[src/rtl/alu_serial_sequencer.sv]
// Bit-serial sequencer for an external 1-bit ALU slice: shifts operands out LSB first,
// collects the slice result, and provides a start/done handshake with result flags.
module alu_serial_sequencer #(
  parameter int WIDTH = 8
) (
  input  logic             clk,
  input  logic             rst_n,
  input  logic             start,
  input  logic [2:0]       op,
  input  logic [WIDTH-1:0] a_in,
  input  logic [WIDTH-1:0] b_in,
  output logic             busy,
  output logic             done,
  output logic [WIDTH-1:0] result,
  output logic             zero,
  output logic             overflow,
  output logic             illegal_op,
  output logic             slice_a,
  output logic             slice_b,
  output logic             slice_cin,
  output logic             slice_bnegate,
  output logic             slice_less,
  output logic [1:0]       slice_aluop,
  input  logic             slice_result,
  input  logic             slice_carryout
);

  localparam int CW = (WIDTH > 1) ? $clog2(WIDTH) : 1;

  localparam logic [2:0] OP_AND = 3'b000;
  localparam logic [2:0] OP_OR  = 3'b001;
  localparam logic [2:0] OP_ADD = 3'b010;
  localparam logic [2:0] OP_SUB = 3'b110;
  localparam logic [2:0] OP_SLT = 3'b111;

  typedef enum logic [1:0] {
    IDLE    = 2'd0,
    RUN     = 2'd1,
    SLT_FIX = 2'd2,
    DONE    = 2'd3
  } state_t;

  function automatic logic op_legal(input logic [2:0] o);
    logic ok;
    case (o)
      OP_AND, OP_OR, OP_ADD, OP_SUB, OP_SLT: ok = 1'b1;
      default:                               ok = 1'b0;
    endcase
    return ok;
  endfunction

  function automatic logic [1:0] aluop_of(input logic [2:0] o);
    logic [1:0] sel;
    case (o)
      OP_AND:  sel = 2'b00;
      OP_OR:   sel = 2'b01;
      default: sel = 2'b10;
    endcase
    return sel;
  endfunction

  function automatic logic bneg_of(input logic [2:0] o);
    logic neg;
    case (o)
      OP_SUB, OP_SLT: neg = 1'b1;
      default:        neg = 1'b0;
    endcase
    return neg;
  endfunction

  state_t           state;
  // Bit 0 of each operand is loaded straight into the slice pins, so only the upper bits are kept here.
  logic [WIDTH-2:0] a_sh;
  logic [WIDTH-2:0] b_sh;
  logic [CW-1:0]    cnt;
  logic [2:0]       op_r;
  logic             sign_r;

  logic [WIDTH-1:0] res_shift;
  logic             last_bit;
  logic             ovf_bit;

  assign slice_less = 1'b0;

  // Next-result and last-bit decode for the RUN state.
  always_comb begin
    res_shift = {slice_result, result[WIDTH-1:1]};
    last_bit  = (cnt == CW'(WIDTH - 1));
    ovf_bit   = slice_cin ^ slice_carryout;
  end

  // Op FSM; slice pins are registered and preloaded one bit ahead.
  always_ff @(posedge clk) begin
    if (!rst_n) begin
      state         <= IDLE;
      a_sh          <= '0;
      b_sh          <= '0;
      cnt           <= '0;
      op_r          <= 3'b000;
      sign_r        <= 1'b0;
      busy          <= 1'b0;
      done          <= 1'b0;
      result        <= '0;
      zero          <= 1'b0;
      overflow      <= 1'b0;
      illegal_op    <= 1'b0;
      slice_a       <= 1'b0;
      slice_b       <= 1'b0;
      slice_cin     <= 1'b0;
      slice_bnegate <= 1'b0;
      slice_aluop   <= 2'b00;
    end else begin
      done <= 1'b0;
      case (state)
        IDLE: begin
          if (start) begin
            busy <= 1'b1;
            if (op_legal(op)) begin
              a_sh          <= a_in[WIDTH-1:1];
              b_sh          <= b_in[WIDTH-1:1];
              op_r          <= op;
              cnt           <= '0;
              illegal_op    <= 1'b0;
              slice_a       <= a_in[0];
              slice_b       <= b_in[0];
              slice_cin     <= bneg_of(op);
              slice_bnegate <= bneg_of(op);
              slice_aluop   <= aluop_of(op);
              state         <= RUN;
            end else begin
              result     <= '0;
              zero       <= 1'b1;
              overflow   <= 1'b0;
              illegal_op <= 1'b1;
              done       <= 1'b1;
              state      <= DONE;
            end
          end
        end
        RUN: begin
          result <= res_shift;
          a_sh   <= a_sh >> 1;
          b_sh   <= b_sh >> 1;
          cnt    <= cnt + CW'(1);
          if (last_bit) begin
            overflow      <= (slice_aluop == 2'b10) ? ovf_bit : 1'b0;
            sign_r        <= slice_result;
            slice_a       <= 1'b0;
            slice_b       <= 1'b0;
            slice_cin     <= 1'b0;
            slice_bnegate <= 1'b0;
            slice_aluop   <= 2'b00;
            if (op_r == OP_SLT) begin
              state <= SLT_FIX;
            end else begin
              zero  <= (res_shift == '0);
              done  <= 1'b1;
              state <= DONE;
            end
          end else begin
            slice_a   <= a_sh[0];
            slice_b   <= b_sh[0];
            slice_cin <= slice_carryout;
          end
        end
        SLT_FIX: begin
          result <= {{(WIDTH-1){1'b0}}, sign_r ^ overflow};
          zero   <= ~(sign_r ^ overflow);
          done   <= 1'b1;
          state  <= DONE;
        end
        DONE: begin
          busy  <= 1'b0;
          state <= IDLE;
        end
        default: begin
          busy  <= 1'b0;
          state <= IDLE;
        end
      endcase
    end
  end

endmodule

[config.mk]
export PLATFORM = sky130hd
export DESIGN_NAME = alu_serial_sequencer
export DESIGN_NICKNAME = d
export VERILOG_FILES = /design/src/rtl/alu_serial_sequencer.sv
export SDC_FILE = /design/constraint.sdc
export NUM_CORES = 1
export LEC_CHECK = 0
export CAP_MARGIN = 20
export CORE_MARGIN = 4
export CORE_UTILIZATION = 50
export CTS_CLUSTER_DIAMETER = 30
export DETAILED_ROUTE_END_ITERATION = 16
export PLACE_DENSITY = 0.79
export SYNTH_ARGS = -nofsm -noshare
export SYNTH_HDL_FRONTEND = slang
export SYNTH_SLANG_ARGS = --single-unit
export TNS_END_PERCENT = 10
[constraint.sdc]
create_clock -name clk -period 2.7 [get_ports clk]
set_clock_uncertainty 0.2 [all_clocks]
set_input_delay 0.675 -clock clk [delete_from_list [all_inputs] [get_ports clk]]
set_output_delay 0.675 -clock clk [all_outputs]
set_load 0.02 [all_outputs]
==> After elaboration in Yosys (flattened, before gate mapping) <==
Cells that the tools add are included.
{ "word_totals": {"out_inout_bits": 20, "in_bits": 24, "ff_bits": 42, "elab_cells": 112} }
{ "op_classes": {"mux": 58, "bitwise": 3, "reduce_logical": 18, "eq_ne": 15, "n_addsub": 1} }
{ "ops": {"columns": ["op", "n"], "rows": [
  ["1-bit 2-to-1 mux", 29],
  ["7-bit 2-to-1 mux", 4],
  ["7-bit case mux with 2 select lines", 2],
  ["8-bit case mux with 3 select lines", 1],
  ["8-bit 2-to-1 mux", 2],
  ["3-bit equality test, second input constant", 4],
  ["2-bit 2-to-1 mux", 6],
  ["1-bit case mux with 2 select lines", 6],
  ["2-bit != test, second input constant", 5],
  ["3-bit AND reduction", 3],
  ["8-bit zero test", 1],
  ["2-bit case mux with 2 select lines", 2],
  ["2-bit case mux with 4 select lines", 1],
  ["2-bit AND reduction", 4],
  ["4-bit AND reduction", 2],
  ["2-bit equality test, second input constant", 3],
  ["3-bit 2-to-1 mux", 2],
  ["1-bit case mux with 3 select lines", 2],
  ["3-bit case mux with 2 select lines", 1],
  ["5-bit AND reduction", 1],
  ["5-bit OR reduction", 1],
  ["2-bit nonzero test", 2],
  ["3-bit by 1-bit adder with 3-bit output, second input constant", 1],
  ["3-bit by 1-bit equality test with 1-bit output, second input constant", 1],
  ["other kinds (8)", 9]
]} }

==> Depth between registers and ports, before layout <==
Gate-level depths: netlist of run 1.
{ "logic_depth": {"depth_word": 9, "mapped_depth": 7, "mapped_depth_nobuf": 6} }

==> Worst setup path after synthesis of run 1 <==
OpenSTA, ideal clock, no wires.
{ "synth_path": {"path_kind": "input -> register", "from": "in op[0]", "to": "reg op_r[1]", "arrival_ns": 1.738, "setup_ns": 0.088, "required_ns": 2.412, "path_stages": 5, "setup_slack_ns": 0.674, "n_path_buf": 1, "path_cell_list": "and3b_2 or3_1 buf_6 nor2b_4 a311oi_2"} }
{ "synth_via": {"elab_chain_cells": 7, "elab_cells_between_ends": 11, "classes_between": "eq/ne: 4; mux: 4; reduce/logical: 3"} }
{ "synth_lines": {"columns": ["item", "line_no", "source"], "rows": [
  ["start: declaration", "9", "input logic [2:0] op,"],
  ["3-bit by 1-bit equality test with 1-bit output (tied with other cells)", "45", "case (o)"],
  ["5-bit OR reduction (*)", "45", null],
  ["1-bit 2-to-1 mux (*)", "45", null],
  ["1-bit 2-to-1 mux (*)", "116", "if (start) begin"],
  ["1-bit 2-to-1 mux (*)", "114", "case (state)"],
  ["1-bit 2-to-1 mux (*)", "94", "if (!rst_n) begin"],
  ["3-bit AND reduction (no line) (*)", null, null],
  ["end signal: assignment", "121", "op_r <= op;"],
  ["end: declaration", "76", "logic [2:0] op_r;"]
]} }
Mark *: on every way between the ends. The rest lies on a longest branch, timed or not. The select of a mux whose other input is x is not followed.
A chain may end at the register's enable or synchronous reset.

==> Final worst setup path of run 1 <==
{ "layout_path": {"from": "in op[1]", "to": "reg a_sh[2]"} }
{ "layout_via": {"elab_chain_cells": 8, "elab_cells_between_ends": 12, "classes_between": "eq/ne: 5; mux: 4; reduce/logical: 3"} }
{ "layout_lines": {"columns": ["item", "line_no", "source"], "rows": [
  ["3-bit by 1-bit equality test with 1-bit output (tied with other cells)", "45", null],
  ["5-bit OR reduction (*)", "45", null],
  ["1-bit 2-to-1 mux (*)", "45", null],
  ["1-bit 2-to-1 mux (*)", "116", null],
  ["1-bit 2-to-1 mux (*)", "114", null],
  ["1-bit 2-to-1 mux (*)", "94", null],
  ["2-bit != test (no line) (*)", null, null],
  ["3-bit AND reduction (no line) (*)", null, null],
  ["end signal: assignment", "119", "a_sh <= a_in[WIDTH-1:1];"],
  ["end signal: assignment", "142", "a_sh <= a_sh >> 1;"],
  ["end: declaration", "73", "logic [WIDTH-2:0] a_sh;"]
]} }
Marks and branches as above.

==> flow_metrics.env, run 1 <==
export IMPL_cap_viol_max_count=0
export IMPL_die_h_um=71.61
export IMPL_synth_ff_type="dfxtp_1"
export IMPL_rsz0062_at_grt="false"
export IMPL_syn_area_per_cell_um2=8.796
export IMPL_synth_distinct_cells=46
export IMPL_final_cell_mix="dfxtp_1 (42), clkdlybuf4s50_1 (42), a21oi_1 (23)"
export IMPL_dr_pass1_iters=4
export IMPL_diodes=0
export IMPL_slew_headroom=0.6439
export IMPL_crit_path_end_kind="register"
export IMPL_async_flop_share=0
export IMPL_wl_per_cell_um=15.28
export IMPL_worst_pin_slew_ps=533.3
export IMPL_grt_overflow=0
export IMPL_hp_class="reg2reg"
export IMPL_p_leak_nw=1.024
export IMPL_slew_violations=0
export IMPL_startpoint_type="primary input"
export IMPL_coreArea_um2=3771
export IMPL_syn_inst=230
export IMPL_power_switching_w=0.0008765
export IMPL_placedCellCount=325
export IMPL_num_nets_final=314
export IMPL_p_per_area_nw_per_um2=903.5
export IMPL_drive_gt1_frac=0.1197
export IMPL_crit_chain="clkdlybuf4s50_1 > and3b_2 > o31ai_4 > buf_4 > nor2_1 > a211oi_1"
export IMPL_status="finished, final reports clean"
export IMPL_clk_pin_slew_worst_paths_ps=70
export IMPL_dr_first_iter_drc_count=132
export IMPL_cpMaxStageDelayCell="clkdlybuf4s50_1"
export IMPL_cp_num_buf_inv=2
export IMPL_place_gp_congestion=0.8152
export IMPL_synth_seq_area_share=0.4156
export IMPL_cts_tree="done"
export IMPL_drt_vias_per_instance=5.723
export IMPL_synth_edff_count=0
export IMPL_finalCriticalPeriod_ps=2359
export IMPL_grt_max_degree=31
export IMPL_setup_viol=0
export IMPL_required_ps=2710
export IMPL_swShare=0.3608
export IMPL_finalHoldViolations=0
export IMPL_floorplan_initialDensity=0.5365
export IMPL_syn_nets=260
export IMPL_io_buffers=42
export IMPL_max_stage_delay_ps=490
export IMPL_clkPwrFrac=0.209
export IMPL_cp_top_family="buffers and inverters"
export IMPL_rows=22
export IMPL_postCtsSetupBuffers=0
export IMPL_route_detailed_drc=0
export IMPL_area_delta_synth_final_pct=32.90
export IMPL_cts_sinks=42
export IMPL_wl_um=5073
export IMPL_clk_latency_ps=300
export IMPL_grt_pass1_vias=1828
export IMPL_dr_total_vias=1900
export IMPL_period_share=0.8738
export IMPL_ys_seq_elements=42
export IMPL_seqPwrFrac=0.360
export IMPL_dieArea_um2=5128
export IMPL_num_io_pins=44
export IMPL_worst_slack_ps=340.8
export IMPL_ys_warn_count=0
export IMPL_ant_nets=0
export IMPL_post_place_ws_ps=73.67
export IMPL_fin_tns_setup_ps=0
export IMPL_combPwrFrac=0.431
export IMPL_crit_type="in2reg"
export IMPL_netlist_area_um2=2023
export IMPL_cts_max_level=2
export IMPL_total_power_w=0.002429
export IMPL_fin_cells=332
export IMPL_grt_pass1_wl_um=8438
export IMPL_ctsHoldBuffers=0
export IMPL_dieWidth_um=71.61
export IMPL_cts_buffers_inserted=5
export IMPL_antenna_found_initial=0
export IMPL_arrival_ps=2370
export IMPL_cp_max_fo=11
export IMPL_hpwl_um=3539
export IMPL_p_int_w=0.001553
export IMPL_grt_usage=0.2065
export IMPL_peakVddDrop_mv=0.5272
export IMPL_cts_resized=0
export IMPL_clock_fmax_mhz=423.9
export IMPL_clk_path_buf_depth=2
export IMPL_root_buffer="clkbuf_8"
-- metrics by stage --
| stage | hold slack, ps | util | instance area [um2] |
|---|---|---|---|
| after floorplan | 245.8 | - | 2023 |
| after global placement | 249.4 | 0.6831 | 2576 |
| after detailed placement | 255.8 | 0.6831 | 2576 |
| after CTS | 269.6 | 0.7130 | 2689 |
| after global routing | 304.6 | 0.7130 | 2689 |
| final | 264.5 | 0.7130 | 2689 |
-- worst min-delay path, cell delays in order (launching register included) --
cell and delay, ps:
dfxtp_1 310, nand2_1 50, a21oi_1 60
-- path summary, 6_finish.rpt --
path | from | end | slack, ps | cells after the start
setup / recovery | op[1] | a_sh[2] | 340 | 6
hold reg to reg | result[0] | result[0] | 260 | 2
setup reg to reg | state[0] | slice_aluop[1] | 460 | 7
hold / removal | result[0] | result[0] | 260 | 2
-- per-layer routing --
layer,vias up,routed length [um],GRT usage
met5,-,0,0
met4,0,78,0.08351
met3,10,299,0.05049
met2,58,2315,0.3184
met1,898,2379,0.2766
li1,934,-,-
-- cell usage after synthesis, types with 2 or more instances --
library cell / count / area [um2]
a211oi_1: 14 / 105.1
nand3b_1: 5 / 37.54
o21ai_0: 6 / 30.03
inv_1: 7 / 26.28
nor2_1: 20 / 75.07
mux2i_1: 14 / 140.1
nand2b_1: 2 / 12.51
a21oi_1: 23 / 115.1
o221ai_1: 2 / 17.52
nand3_1: 18 / 90.09
a311oi_2: 2 / 30.03
dfxtp_1: 42 / 840.8
buf_2: 5 / 25.02
ha_1: 6 / 75.07
nor2b_1: 4 / 25.02
clkbuf_1: 6 / 22.52
o211a_1: 2 / 20.02
o211ai_1: 2 / 15.01
nand2_1: 18 / 67.56
buf_4: 2 / 15.01
o22ai_1: 2 / 12.51
nor3_1: 4 / 20.02
-- kinds of logic after synthesis --
kind of cell               Yosys count  synth area share
AOI/OAI and AO/OA                   62            0.2152
and+or+nand+nor                     80            0.1991
muxes                               14           0.06926
xor gates and xnor gates             2          0.008660
adders and majority gates            6           0.03710
buffers and inverters               23           0.05318
DFF                                 42            0.4156
other                                1          0.001854
-- power by group through the flow --
| stage | Sequential [W] | Clock (W) | Combinational (W) |
|---|---|---|---|
| 2_1_floorplan | 0.000928 | 0 | 0.000630 |
| 3_3_place_gp | 0.000883 | 0 | 0.00102 |
| 3_5_place_dp | 0.000887 | 0 | 0.00103 |
| 4_1_cts | 0.000874 | 0.000513 | 0.00104 |
| 5_1_grt | 0.000896 | 0.000536 | 0.00115 |
| 6_report | 0.000875 | 0.000508 | 0.00105 |
-- registers in the layout, indices dropped and copies added, names as in the netlist, 2 cells and up --
name / count
slice_aluop: 2
a_sh: 7
op_r: 3
state: 2
result: 8
b_sh: 7
cnt: 3
-- area by class of cell --
cell class	instances	area, um2
Fill cell	301	1082
Multi-Input combinational cell	165	1075
Sequential cell	42	840.8
Timing Repair Buffer	62	570.5
Clock buffer	6	82.58
Tap cell	48	60.06
Clock inverter	1	30.03
Inverter	8	30.03
Power figures use the tool's default switching activity.
==> run 2: changes to the inputs <==
--- a/config.mk
+++ b/config.mk
@@ -6,11 +6,12 @@
 export NUM_CORES = 1
 export LEC_CHECK = 0
 export CAP_MARGIN = 20
-export CORE_MARGIN = 4
+export CORE_MARGIN = 5
 export CORE_UTILIZATION = 50
 export CTS_CLUSTER_DIAMETER = 30
 export DETAILED_ROUTE_END_ITERATION = 16
 export PLACE_DENSITY = 0.79
+export SLEW_MARGIN = 20
 export SYNTH_ARGS = -nofsm -noshare
 export SYNTH_HDL_FRONTEND = slang
 export SYNTH_SLANG_ARGS = --single-unit
==> run 2 against run 1 <==
  * Cell area is 1.0% lower
  * Count of clock-buffer cells in the layout is 2 higher
  * Largest cell class unchanged
  * Critical path depth is 1 higher
  * Highest routed layer unchanged
  * Worst setup slack better by 3.3 ps
  * Core utilization is 4.3 points lower
  * Critical path type is now reg2reg
  * Sequential share of layout area is 0.32 points higher
  * Non-clock buffer count is 7 lower
  * Maximum frequency is 0.14% higher
==> flow_metrics.env, run 2 (synthesis results as in run 1) <==
export IMPL_antenna_found_initial=0
export IMPL_top_regs="result (8), a_sh (7), b_sh (7)"
export IMPL_ctsHoldBuffers=0
export IMPL_crit_path_end_kind="register"
export IMPL_crit_type="reg2reg"
export IMPL_dr_first_iter_drc_count=97
export IMPL_hpwl_um=3416
export IMPL_swShare=0.3648
export IMPL_cpMaxStageDelayCell="buf_4"
export IMPL_fillers=346
export IMPL_p_per_area_nw_per_um2=879.8
export IMPL_slew_violations=0
export IMPL_coreArea_um2=3971
export IMPL_fin_tns_setup_ps=0
export IMPL_place_gp_congestion=0.8791
export IMPL_setup_viol=0
export IMPL_clock_fmax_mhz=424.5
export IMPL_seqPwrFrac=0.372
export IMPL_p_leak_nw=0.9980
export IMPL_postLayoutCoreUtil=0.6701
export IMPL_clk_pin_slew_worst_paths_ps=70
export IMPL_combPwrFrac=0.429
export IMPL_rows=23
export IMPL_area_delta_synth_final_pct=31.54
export IMPL_num_nets_final=307
export IMPL_crit_chain="inv_1 > ha_1 > buf_4 > nand2b_1 > o31a_1 > or4_1 > a21oi_1"
export IMPL_required_ps=2730
export IMPL_period_share=0.8726
export IMPL_diodes=0
export IMPL_postCtsSetupBuffers=0
export IMPL_fin_cells=328
export IMPL_ant_nets=0
export IMPL_clk_latency_ps=300
export IMPL_placedCellCount=320
export IMPL_cts_buffers_inserted=5
export IMPL_cts_tree="done"
export IMPL_arrival_ps=2390
export IMPL_floorplan_initialDensity=0.5095
export IMPL_grt_max_degree=42
export IMPL_cts_max_level=2
export IMPL_cap_viol_max_count=0
export IMPL_dieArea_um2=5418
export IMPL_drive_gt1_frac=0.1007
export IMPL_dieWidth_um=73.61
export IMPL_dr_pass1_iters=4
export IMPL_grt_usage=0.1856
export IMPL_io_buffers=42
export IMPL_grt_overflow=0
export IMPL_finalCriticalPeriod_ps=2356
export IMPL_status="finished, final reports clean"
export IMPL_wl_per_cell_um=14.47
export IMPL_dr_total_vias=1800
export IMPL_wl_um=4747
export IMPL_num_io_pins=44
export IMPL_finalHoldViolations=0
export IMPL_startpoint_type="register"
export IMPL_cts_resized=0
export IMPL_largest_register="result"
export IMPL_drt_vias_per_instance=5.488
export IMPL_cp_num_buf_inv=2
export IMPL_largest_register_ffs=8
export IMPL_cp_top_family="simple AND/OR/NAND/NOR gates"
export IMPL_hp_class="reg2reg"
export IMPL_clkPwrFrac=0.199
export IMPL_root_buffer="clkbuf_8"
export IMPL_peakVddDrop_mv=0.4465
export IMPL_final_cell_mix="dfxtp_1 (42), clkdlybuf4s50_1 (42), a21oi_1 (23)"
export IMPL_max_stage_delay_ps=420
export IMPL_die_h_um=73.61
export IMPL_grt_pass1_vias=1737
export IMPL_power_switching_w=0.0008541
export IMPL_clk_path_buf_depth=2
export IMPL_route_detailed_drc=0
export IMPL_grt_pass1_wl_um=7866
export IMPL_cts_sinks=42
export IMPL_p_int_w=0.001487
export IMPL_cp_max_fo=41
export IMPL_rsz0062_at_grt="false"
[run 2: worst min-delay path, stage by stage, from the launching register on]
cell	delay, ps
dfxtp_1	320
nand3_1	60
a21oi_1	50
[run 2: per-stage QoR]
step | instance area, um2 | worst slack, ps | hold slack (ps) | power (W)
after global routing | 2661 | 140.4 | 298.1 | 0.002497
final | 2661 | 344.1 | 272.2 | 0.002341
after global placement | 2551 | 159.5 | 254.3 | 0.001870
after CTS | 2661 | 340.7 | 275.7 | 0.002361
after detailed placement | 2551 | 103.7 | 264.8 | 0.001890
after floorplan | 2023 | 673.7 | 245.8 | 0.001558
[run 2: power by group through the flow]
stage                     Sequential [W]  Combinational (W)  Clock [W]
after global routing            0.000894            0.00110   0.000500
after floorplan                 0.000928           0.000630          0
after detailed placement        0.000886            0.00100          0
after CTS                       0.000873            0.00101   0.000479
after global placement          0.000881           0.000989          0
final                           0.000872            0.00100   0.000466
[run 2: area by class of cell]
cell class	instances	area, um2	area share
clock buffer	8	110.1	0.04137
timing repair buffer	55	543.0	0.2040
sequential	42	840.8	0.3159
multi-input combinational	165	1075	0.4039
tap	50	62.56	0.02351
inverter	8	30.03	0.01128
[run 2: final timing paths]
check                   end  startpoint  slack (ps)  cells after the start
max reg2reg  slice_aluop[1]    state[1]         340                      7
min                  cnt[1]      cnt[1]         270                      2
min reg2reg          cnt[1]      cnt[1]         270                      2
max          slice_aluop[1]    state[1]         340                      7
[run 2: metal layers]
metal	vias up	global-route usage	share of wire
met5	-	0	0
met4	0	0.08853	0.017
met3	7	0.03146	0.051
met2	42	0.2933	0.44
met1	826	0.2445	0.49
li1	925	-	-
==> run 3: changes to the inputs <==
--- a/config.mk
+++ b/config.mk
@@ -11,7 +11,7 @@
 export CTS_CLUSTER_DIAMETER = 30
 export DETAILED_ROUTE_END_ITERATION = 16
 export PLACE_DENSITY = 0.79
-export SLEW_MARGIN = 20
+export SKIP_LAST_GASP = 1
 export SYNTH_ARGS = -nofsm -noshare
 export SYNTH_HDL_FRONTEND = slang
 export SYNTH_SLANG_ARGS = --single-unit
==> results of run 3 <==
Same layout as run 2: the final DEF is identical, and so are final timing and power.
